==> config.mk <==
export PLATFORM = sky130hd
export DESIGN_NAME = ddr3_buf_regs_flat
export DESIGN_NICKNAME = d
export VERILOG_FILES = /design/src/rtl/ddr3_buf_regs_pkg.sv /design/src/rtl/ddr3_buf_regs_if.sv /design/src/rtl/ddr3_buf_regs_slot.sv /design/src/rtl/ddr3_buf_regs.sv /design/src/flat_wrapper.sv
export SDC_FILE = /design/constraint.sdc
export NUM_CORES = 1
export LEC_CHECK = 0
export ABC_AREA = 1
export BUFFER_PORTS_ARGS = -buffer_cell sky130_fd_sc_hd__buf_2
export CAP_MARGIN = 20
export CELL_PAD_IN_SITES_DETAIL_PLACEMENT = 0
export CELL_PAD_IN_SITES_GLOBAL_PLACEMENT = 1
export CORE_MARGIN = 10
export CORE_UTILIZATION = 30
export DETAILED_ROUTE_END_ITERATION = 8
export GPL_ROUTABILITY_DRIVEN = 0
export PLACE_DENSITY_LB_ADDON = 0.1
export SYNTH_ARGS = -nofsm -noshare
export SYNTH_HDL_FRONTEND = slang
export SYNTH_SLANG_ARGS = --single-unit
==> constraint.sdc <==
create_clock -name clk -period 8.8 [get_ports clk]
set_input_delay 1.76 -clock clk [delete_from_list [all_inputs] [get_ports clk]]
set_output_delay 1.76 -clock clk [all_outputs]
set_load 0.005 [all_outputs]
==> src/rtl/ddr3_buf_regs_pkg.sv <==
// ddr3_regs_pkg: register map and ERR bit layout shared by the DDR3 buffer CSR block
package ddr3_regs_pkg;
    localparam logic [7:0] OFFSET_BASE     = 8'h00;
    localparam logic [7:0] CTRL_BASE       = 8'h10;
    localparam logic [7:0] FULL_ADDR       = 8'h20;
    localparam logic [7:0] ERR_ADDR        = 8'h21;
    localparam logic [7:0] RDPTR_ADDR      = 8'h22;
    localparam logic [7:0] TEST_ADDR_ADDR  = 8'h23;
    localparam logic [7:0] TEST_WDATA_ADDR = 8'h24;
    localparam logic [7:0] TEST_CMD_ADDR   = 8'h25;
    localparam int         UDF_BIT         = 16;
endpackage

==> src/rtl/ddr3_buf_regs_if.sv <==
// ddr3_buf_regs_if: CSR bus, reader handshake and test-write handshake of the buffer CSR block
interface ddr3_buf_regs_if #(
    parameter int NUM_BUF = 2,
    parameter int ADDR_W  = 26,
    parameter int DATA_W  = 32
);
    logic                      csr_read;
    logic                      csr_write;
    logic [7:0]                csr_addr;
    logic [DATA_W-1:0]         csr_wr_data;
    logic [DATA_W-1:0]         csr_rd_data;
    logic                      csr_rd_valid;
    logic [NUM_BUF*ADDR_W-1:0] buf_offset;
    logic [NUM_BUF-1:0]        buf_full;
    logic [3:0]                rd_buf_idx;
    logic                      rd_buf_ready;
    logic                      rd_buf_done;
    logic [ADDR_W-1:0]         test_addr;
    logic [DATA_W-1:0]         test_wr_data;
    logic                      test_wr_req;
    logic                      test_wr_ack;
    logic                      err_any;
    modport master (
        output csr_read, csr_write, csr_addr, csr_wr_data, rd_buf_done, test_wr_ack,
        input  csr_rd_data, csr_rd_valid, buf_offset, buf_full, rd_buf_idx, rd_buf_ready,
               test_addr, test_wr_data, test_wr_req, err_any
    );
    modport slave (
        input  csr_read, csr_write, csr_addr, csr_wr_data, rd_buf_done, test_wr_ack,
        output csr_rd_data, csr_rd_valid, buf_offset, buf_full, rd_buf_idx, rd_buf_ready,
               test_addr, test_wr_data, test_wr_req, err_any
    );
endinterface

==> src/rtl/ddr3_buf_regs_slot.sv <==
// ddr3_buf_slot: one buffer descriptor - offset, full flag and sticky overflow bit
module ddr3_buf_slot #(
    parameter int ADDR_W = 26
) (
    input  logic              clk,
    input  logic              reset,
    input  logic              wr_en,
    input  logic [ADDR_W-1:0] wr_offset,
    input  logic              set,
    input  logic              clr,
    input  logic              err_clr,
    output logic [ADDR_W-1:0] offset,
    output logic              full,
    output logic              ovf
);
    // clear is applied before set, so a release and refill in one cycle is not an overflow
    always_ff @(posedge clk or posedge reset) begin
        if (reset) begin
            offset <= '0;
            full   <= 1'b0;
            ovf    <= 1'b0;
        end else begin
            if (wr_en) offset <= wr_offset;
            full <= set | (full & ~clr);
            ovf  <= (set & full & ~clr) | (ovf & ~err_clr);
        end
    end
endmodule

==> src/rtl/ddr3_buf_regs.sv <==
// ddr3_buf_regs: CSR block for DDR3 frame-buffer descriptors, round-robin reader pointer and test write
module ddr3_buf_regs
    import ddr3_regs_pkg::*;
#(
    parameter int NUM_BUF = 2,
    parameter int ADDR_W  = 26,
    parameter int DATA_W  = 32
) (
    input logic              clk,
    input logic              reset,
    ddr3_buf_regs_if.slave   bus
);
    logic [NUM_BUF-1:0][ADDR_W-1:0] offset;
    logic [NUM_BUF-1:0]             full;
    logic [NUM_BUF-1:0]             ovf;
    logic [15:0]                    full_pad;
    logic                           rel;
    logic                           udf;
    logic                           err_wr;
    logic [DATA_W-1:0]              err_val;
    logic [DATA_W-1:0]              rd_mux;

    assign err_wr           = bus.csr_write && bus.csr_addr == ERR_ADDR;
    assign full_pad         = 16'(full);
    assign bus.rd_buf_ready = full_pad[bus.rd_buf_idx];
    assign rel              = bus.rd_buf_done && bus.rd_buf_ready;
    assign bus.buf_offset   = offset;
    assign bus.buf_full     = full;
    assign bus.err_any      = |ovf || udf;

    genvar i;
    generate
        for (i = 0; i < NUM_BUF; i++) begin : g_slot
            ddr3_buf_slot #(.ADDR_W(ADDR_W)) u_slot (
                .clk      (clk),
                .reset    (reset),
                .wr_en    (bus.csr_write && bus.csr_addr == OFFSET_BASE + 8'(i)),
                .wr_offset(bus.csr_wr_data[ADDR_W-1:0]),
                .set      (bus.csr_write && bus.csr_addr == CTRL_BASE + 8'(i) && bus.csr_wr_data[0]),
                .clr      (rel && bus.rd_buf_idx == 4'(i)),
                .err_clr  (err_wr && bus.csr_wr_data[i]),
                .offset   (offset[i]),
                .full     (full[i]),
                .ovf      (ovf[i])
            );
        end
    endgenerate

    always_comb begin
        err_val          = '0;
        err_val[NUM_BUF-1:0] = ovf;
        err_val[UDF_BIT] = udf;
        rd_mux           = '0;
        for (int k = 0; k < NUM_BUF; k++) begin
            if (bus.csr_addr == OFFSET_BASE + 8'(k)) rd_mux = DATA_W'(offset[k]);
            if (bus.csr_addr == CTRL_BASE + 8'(k)) rd_mux = DATA_W'({ovf[k], full[k]});
        end
        case (bus.csr_addr)
            FULL_ADDR:       rd_mux = DATA_W'(full);
            ERR_ADDR:        rd_mux = err_val;
            RDPTR_ADDR:      rd_mux = DATA_W'(bus.rd_buf_idx);
            TEST_ADDR_ADDR:  rd_mux = DATA_W'(bus.test_addr);
            TEST_WDATA_ADDR: rd_mux = bus.test_wr_data;
            TEST_CMD_ADDR:   rd_mux = DATA_W'(bus.test_wr_req);
            default:         ;
        endcase
    end

    // a new underflow in the same cycle as its write-1-to-clear keeps the bit set
    always_ff @(posedge clk or posedge reset) begin
        if (reset) begin
            bus.csr_rd_data  <= '0;
            bus.csr_rd_valid <= 1'b0;
            bus.rd_buf_idx   <= '0;
            udf              <= 1'b0;
            bus.test_addr    <= '0;
            bus.test_wr_data <= '0;
            bus.test_wr_req  <= 1'b0;
        end else begin
            bus.csr_rd_valid <= bus.csr_read;
            if (bus.csr_read) bus.csr_rd_data <= rd_mux;
            if (rel) bus.rd_buf_idx <= bus.rd_buf_idx == 4'(NUM_BUF - 1) ? 4'd0 : bus.rd_buf_idx + 4'd1;
            udf <= (bus.rd_buf_done && !bus.rd_buf_ready) || (udf && !(err_wr && bus.csr_wr_data[UDF_BIT]));
            if (bus.csr_write && bus.csr_addr == TEST_ADDR_ADDR) bus.test_addr <= bus.csr_wr_data[ADDR_W-1:0];
            if (bus.csr_write && bus.csr_addr == TEST_WDATA_ADDR) bus.test_wr_data <= bus.csr_wr_data;
            bus.test_wr_req <= bus.test_wr_req ? !bus.test_wr_ack
                                               : bus.csr_write && bus.csr_addr == TEST_CMD_ADDR && bus.csr_wr_data[0];
        end
    end
endmodule
==> src/flat_wrapper.sv <==
// flat-port wrapper written by rule: the top's interface ports become plain ports
module ddr3_buf_regs_flat import ddr3_regs_pkg::*;
#(
    parameter int NUM_BUF = 2,
    parameter int ADDR_W  = 26,
    parameter int DATA_W  = 32
)
  (clk, reset, bus_csr_read, bus_csr_write, bus_csr_addr, bus_csr_wr_data, bus_rd_buf_done, bus_test_wr_ack, bus_csr_rd_data, bus_csr_rd_valid, bus_buf_offset, bus_buf_full, bus_rd_buf_idx, bus_rd_buf_ready, bus_test_addr, bus_test_wr_data, bus_test_wr_req, bus_err_any);
  ddr3_buf_regs_if #(.NUM_BUF(NUM_BUF), .ADDR_W(ADDR_W), .DATA_W(DATA_W)) bus_i ();
  input logic clk;
  input logic reset;
  input wire logic [$bits(bus_i.csr_read)-1:0] bus_csr_read;
  input wire logic [$bits(bus_i.csr_write)-1:0] bus_csr_write;
  input wire logic [$bits(bus_i.csr_addr)-1:0] bus_csr_addr;
  input wire logic [$bits(bus_i.csr_wr_data)-1:0] bus_csr_wr_data;
  input wire logic [$bits(bus_i.rd_buf_done)-1:0] bus_rd_buf_done;
  input wire logic [$bits(bus_i.test_wr_ack)-1:0] bus_test_wr_ack;
  output wire logic [$bits(bus_i.csr_rd_data)-1:0] bus_csr_rd_data;
  output wire logic [$bits(bus_i.csr_rd_valid)-1:0] bus_csr_rd_valid;
  output wire logic [$bits(bus_i.buf_offset)-1:0] bus_buf_offset;
  output wire logic [$bits(bus_i.buf_full)-1:0] bus_buf_full;
  output wire logic [$bits(bus_i.rd_buf_idx)-1:0] bus_rd_buf_idx;
  output wire logic [$bits(bus_i.rd_buf_ready)-1:0] bus_rd_buf_ready;
  output wire logic [$bits(bus_i.test_addr)-1:0] bus_test_addr;
  output wire logic [$bits(bus_i.test_wr_data)-1:0] bus_test_wr_data;
  output wire logic [$bits(bus_i.test_wr_req)-1:0] bus_test_wr_req;
  output wire logic [$bits(bus_i.err_any)-1:0] bus_err_any;
  assign bus_i.csr_read = bus_csr_read;
  assign bus_i.csr_write = bus_csr_write;
  assign bus_i.csr_addr = bus_csr_addr;
  assign bus_i.csr_wr_data = bus_csr_wr_data;
  assign bus_i.rd_buf_done = bus_rd_buf_done;
  assign bus_i.test_wr_ack = bus_test_wr_ack;
  assign bus_csr_rd_data = bus_i.csr_rd_data;
  assign bus_csr_rd_valid = bus_i.csr_rd_valid;
  assign bus_buf_offset = bus_i.buf_offset;
  assign bus_buf_full = bus_i.buf_full;
  assign bus_rd_buf_idx = bus_i.rd_buf_idx;
  assign bus_rd_buf_ready = bus_i.rd_buf_ready;
  assign bus_test_addr = bus_i.test_addr;
  assign bus_test_wr_data = bus_i.test_wr_data;
  assign bus_test_wr_req = bus_i.test_wr_req;
  assign bus_err_any = bus_i.err_any;
  ddr3_buf_regs #(.NUM_BUF(NUM_BUF), .ADDR_W(ADDR_W), .DATA_W(DATA_W)) u_core (.clk(clk), .reset(reset), .bus(bus_i));
endmodule
==> results_dict.tcl <==
set metrics [dict create \
    status "finished, final reports clean" \
    globalRouteTotalUtil 0.164 \
    ios 198 \
    synth.distinct_cells 24 \
    num-nets-final 1009 \
    p_int_mw 1.28 \
    postSynthAreaPerCell_um2 8.42 \
    slew-limit-headroom 0.321 \
    clkLatencyLatePin_ns 0.43 \
    synth_top_area_frac 0.577 \
    r2r_cells 5 \
    port-buffer-count 197 \
    clkPwrFrac 0.483 \
    cts_buffer_depth 2 \
    row_count 54 \
    die_w_um 169 \
    tns_ns 0 \
    worst_slack_ns 4.76 \
    synth_area_leaders "dfrtp_1 (58%), nand2_1 (17%), o21ai_0 (6.5%)" \
    power_frac_seq 0.447 \
    ys_ff_latch 153 \
    core_um2 21800 \
    met3_usage 0.0482 \
    grt_use_met2 0.256 \
    synth_top_area_cell "dfrtp_1" \
    drv_slew 0 \
    die_h_um 169 \
    grt_pass1_wl_mm 36.7 \
    ir_drop_mv 0.119 \
    crit_fanout 52 \
    fillerInstances 2305 \
    post_cts.repair.setup_buffers 0 \
    start_util 0.304 \
    placed_cell_area_um2 7810 \
    grt_max_degree 98 \
    worstSetupPathType "in2reg" \
    finalNonFillerCells 1255 \
    grt-ovfl-total 0 \
    whs_path_depth 0 \
    fin_skew_ns 0.0108 \
    numCtsBuffers 17 \
    r2r_slack_ns 7.13 \
    clk_pin_slew_worst_paths_ns 0.07 \
    root_buffer "clkbuf_16" \
    finalInstanceArea_um2 8460 \
    final_common_cell "nand2_1" \
    cp.required_ns 9.10 \
    seq_area_um2 3830 \
    die_area_um2 28500 \
    startpoint_type "input pin" \
    multi_input_area_um2 2400 \
    pre_cts_slack_ns 4.29 \
    grt_setup_unrepaired "no" \
    vias 5793 \
    dr.pass1.iters 5 \
    dp_hpwl_mm 15.6 \
    ant_nets 0 \
    final_core_util 0.388 \
    route.detailed.drc 0 \
    wl_per_cell_um 18.4 \
    combinationalPowerShare 0.070 \
    yosysSeqAreaShare 0.577 \
    swShare 0.244 \
    area_growth_pct 27.5 \
    grt_antenna_before_repair 0 \
    h-tree-depth 4 \
    switchingPower_mw 0.414 \
    cap_viol_max_count 0 \
    leakagePower_nw 4.58 \
    cts-resized-gates 0 \
    syn_inst 788 \
    hold_viol 0 \
    mostFrequentLayoutCells "nand2_1 (293), buf_2 (197), dfrtp_1 (153), o21ai_0 (86)" \
    drive_above_1_share 0.259 \
    clock_sinks 153 \
    viasPerCell 4.62 \
    first_iter_violations 383 \
    hold_path.class "reg2reg" \
    cts_tree "done" \
    routed_wl_mm 23.1 \
    syn_nets 834 \
    diodes 0 \
    grt_pass1_vias 6114 \
    setup_viol 0 \
    fmax_mhz 248 \
    top_usage_layer "met2" \
    worstSetupEndpointType "register" \
    synth_area_um2 6640 \
    powerDensity_nw_per_um2 201 \
    worst_pin_slew_ns 1.01 \
    dp_cells 1224 \
    finalCritPeriodShare 0.459 \
    period_needed_ns 4.04 \
    ys.warnings.count 0 \
    cts_hold_buf 0 \
    use_met1 0.220 \
    cp.arrival_ns 4.34 \
]
==> cell families (layout without fill, tap and decap cells) <==
| group | after synthesis | count (layout) | synth area share |
|---|---|---|---|
| AOI/OAI and AO/OA | 124 | 124 | 0.0939 |
| buffers and inverters | 100 | 287 | 0.0629 |
| DFF | 153 | 153 | 0.577 |
| muxes | 6 | 6 | 0.0136 |
| and+or+nand+nor | 405 | 405 | 0.253 |
==> cell usage after synthesis <==
master / instances
nand2_2: 2
o21ai_0: 86
buf_2: 14
inv_2: 4
buf_1: 2
or2_2: 1
nor2_4: 3
inv_1: 50
nand4_1: 22
inv_4: 1
a31oi_1: 1
nand3_1: 50
clkbuf_1: 25
nor2_1: 30
nand2_1: 294
dfrtp_1: 153
nor2_2: 1
buf_4: 2
mux2_4: 6
nand2_4: 1
nor3_1: 1
o21ai_1: 36
o22ai_1: 1
buf_6: 2
==> state kept, by name, indices dropped and copies added (netlist names) <==
register,flops
u_core.g_slot.u_slot.offset,52
u_core.bus.csr_rd_data,32
u_core.bus.test_wr_data,32
u_core.bus.test_addr,26
u_core.bus.rd_buf_idx,4
u_core.g_slot.u_slot.full,2
u_core.g_slot.u_slot.ovf,2
u_core.bus.csr_rd_valid,1
u_core.bus.test_wr_req,1
u_core.udf,1
==> final cells by class <==
class | instances | area share
well taps | 280 | 0.0414
repair buffers | 201 | 0.120
flip-flops and latches | 153 | 0.452
clock buffers | 18 | 0.0507
multi-input cells | 535 | 0.284
clock inverters | 13 | 0.0259
inverters | 55 | 0.0253
==> worst max-delay path, stage by stage <==
cell and delay (ns):
buf_2 0.10, inv_1 0.09, nand2_1 0.13, nor2_4 0.75, nand3_2 1.00, o21ai_0 0.48
==> final timing paths <==
path / from / end
max in group asynchronous: reset / u_core.g_slot[0].u_slot.offset[5]
min in group asynchronous: reset / u_core.bus.csr_rd_valid
setup reg to reg: u_core.bus.rd_buf_idx[0] / u_core.g_slot[0].u_slot.ovf
setup / recovery: bus_csr_addr[3] / u_core.g_slot[1].u_slot.offset[22]
hold / removal: u_core.bus.rd_buf_idx[1] / u_core.bus.rd_buf_idx[1]
hold reg to reg: u_core.bus.rd_buf_idx[1] / u_core.bus.rd_buf_idx[1]
==> layer usage <==
layer / up-vias / share of wire
met4: 0 / 0.0038
li1: 2879 / -
met2: 166 / 0.46
met3: 6 / 0.057
met1: 2742 / 0.48
met5: - / 0
==> through the flow <==
step,hold WS (ns),total power [mW]
6_report,0.423,1.70
2_1_floorplan,0.470,0.822
4_1_cts,0.424,1.72
5_1_grt,0.459,1.77
3_3_place_gp,0.400,0.895
3_5_place_dp,0.407,0.895
==> power by group through the flow <==
| stage | clock (mW) | sequential (mW) | combinational, mW |
|---|---|---|---|
| after CTS | 0.836 | 0.759 | 0.123 |
| after global routing | 0.869 | 0.763 | 0.137 |
| after floorplan | 0 | 0.768 | 0.0544 |
| final | 0.820 | 0.759 | 0.118 |
| after global placement | 0 | 0.772 | 0.122 |
| after detailed placement | 0 | 0.772 | 0.123 |
Note: power is estimated with default switching activity, not from simulation.
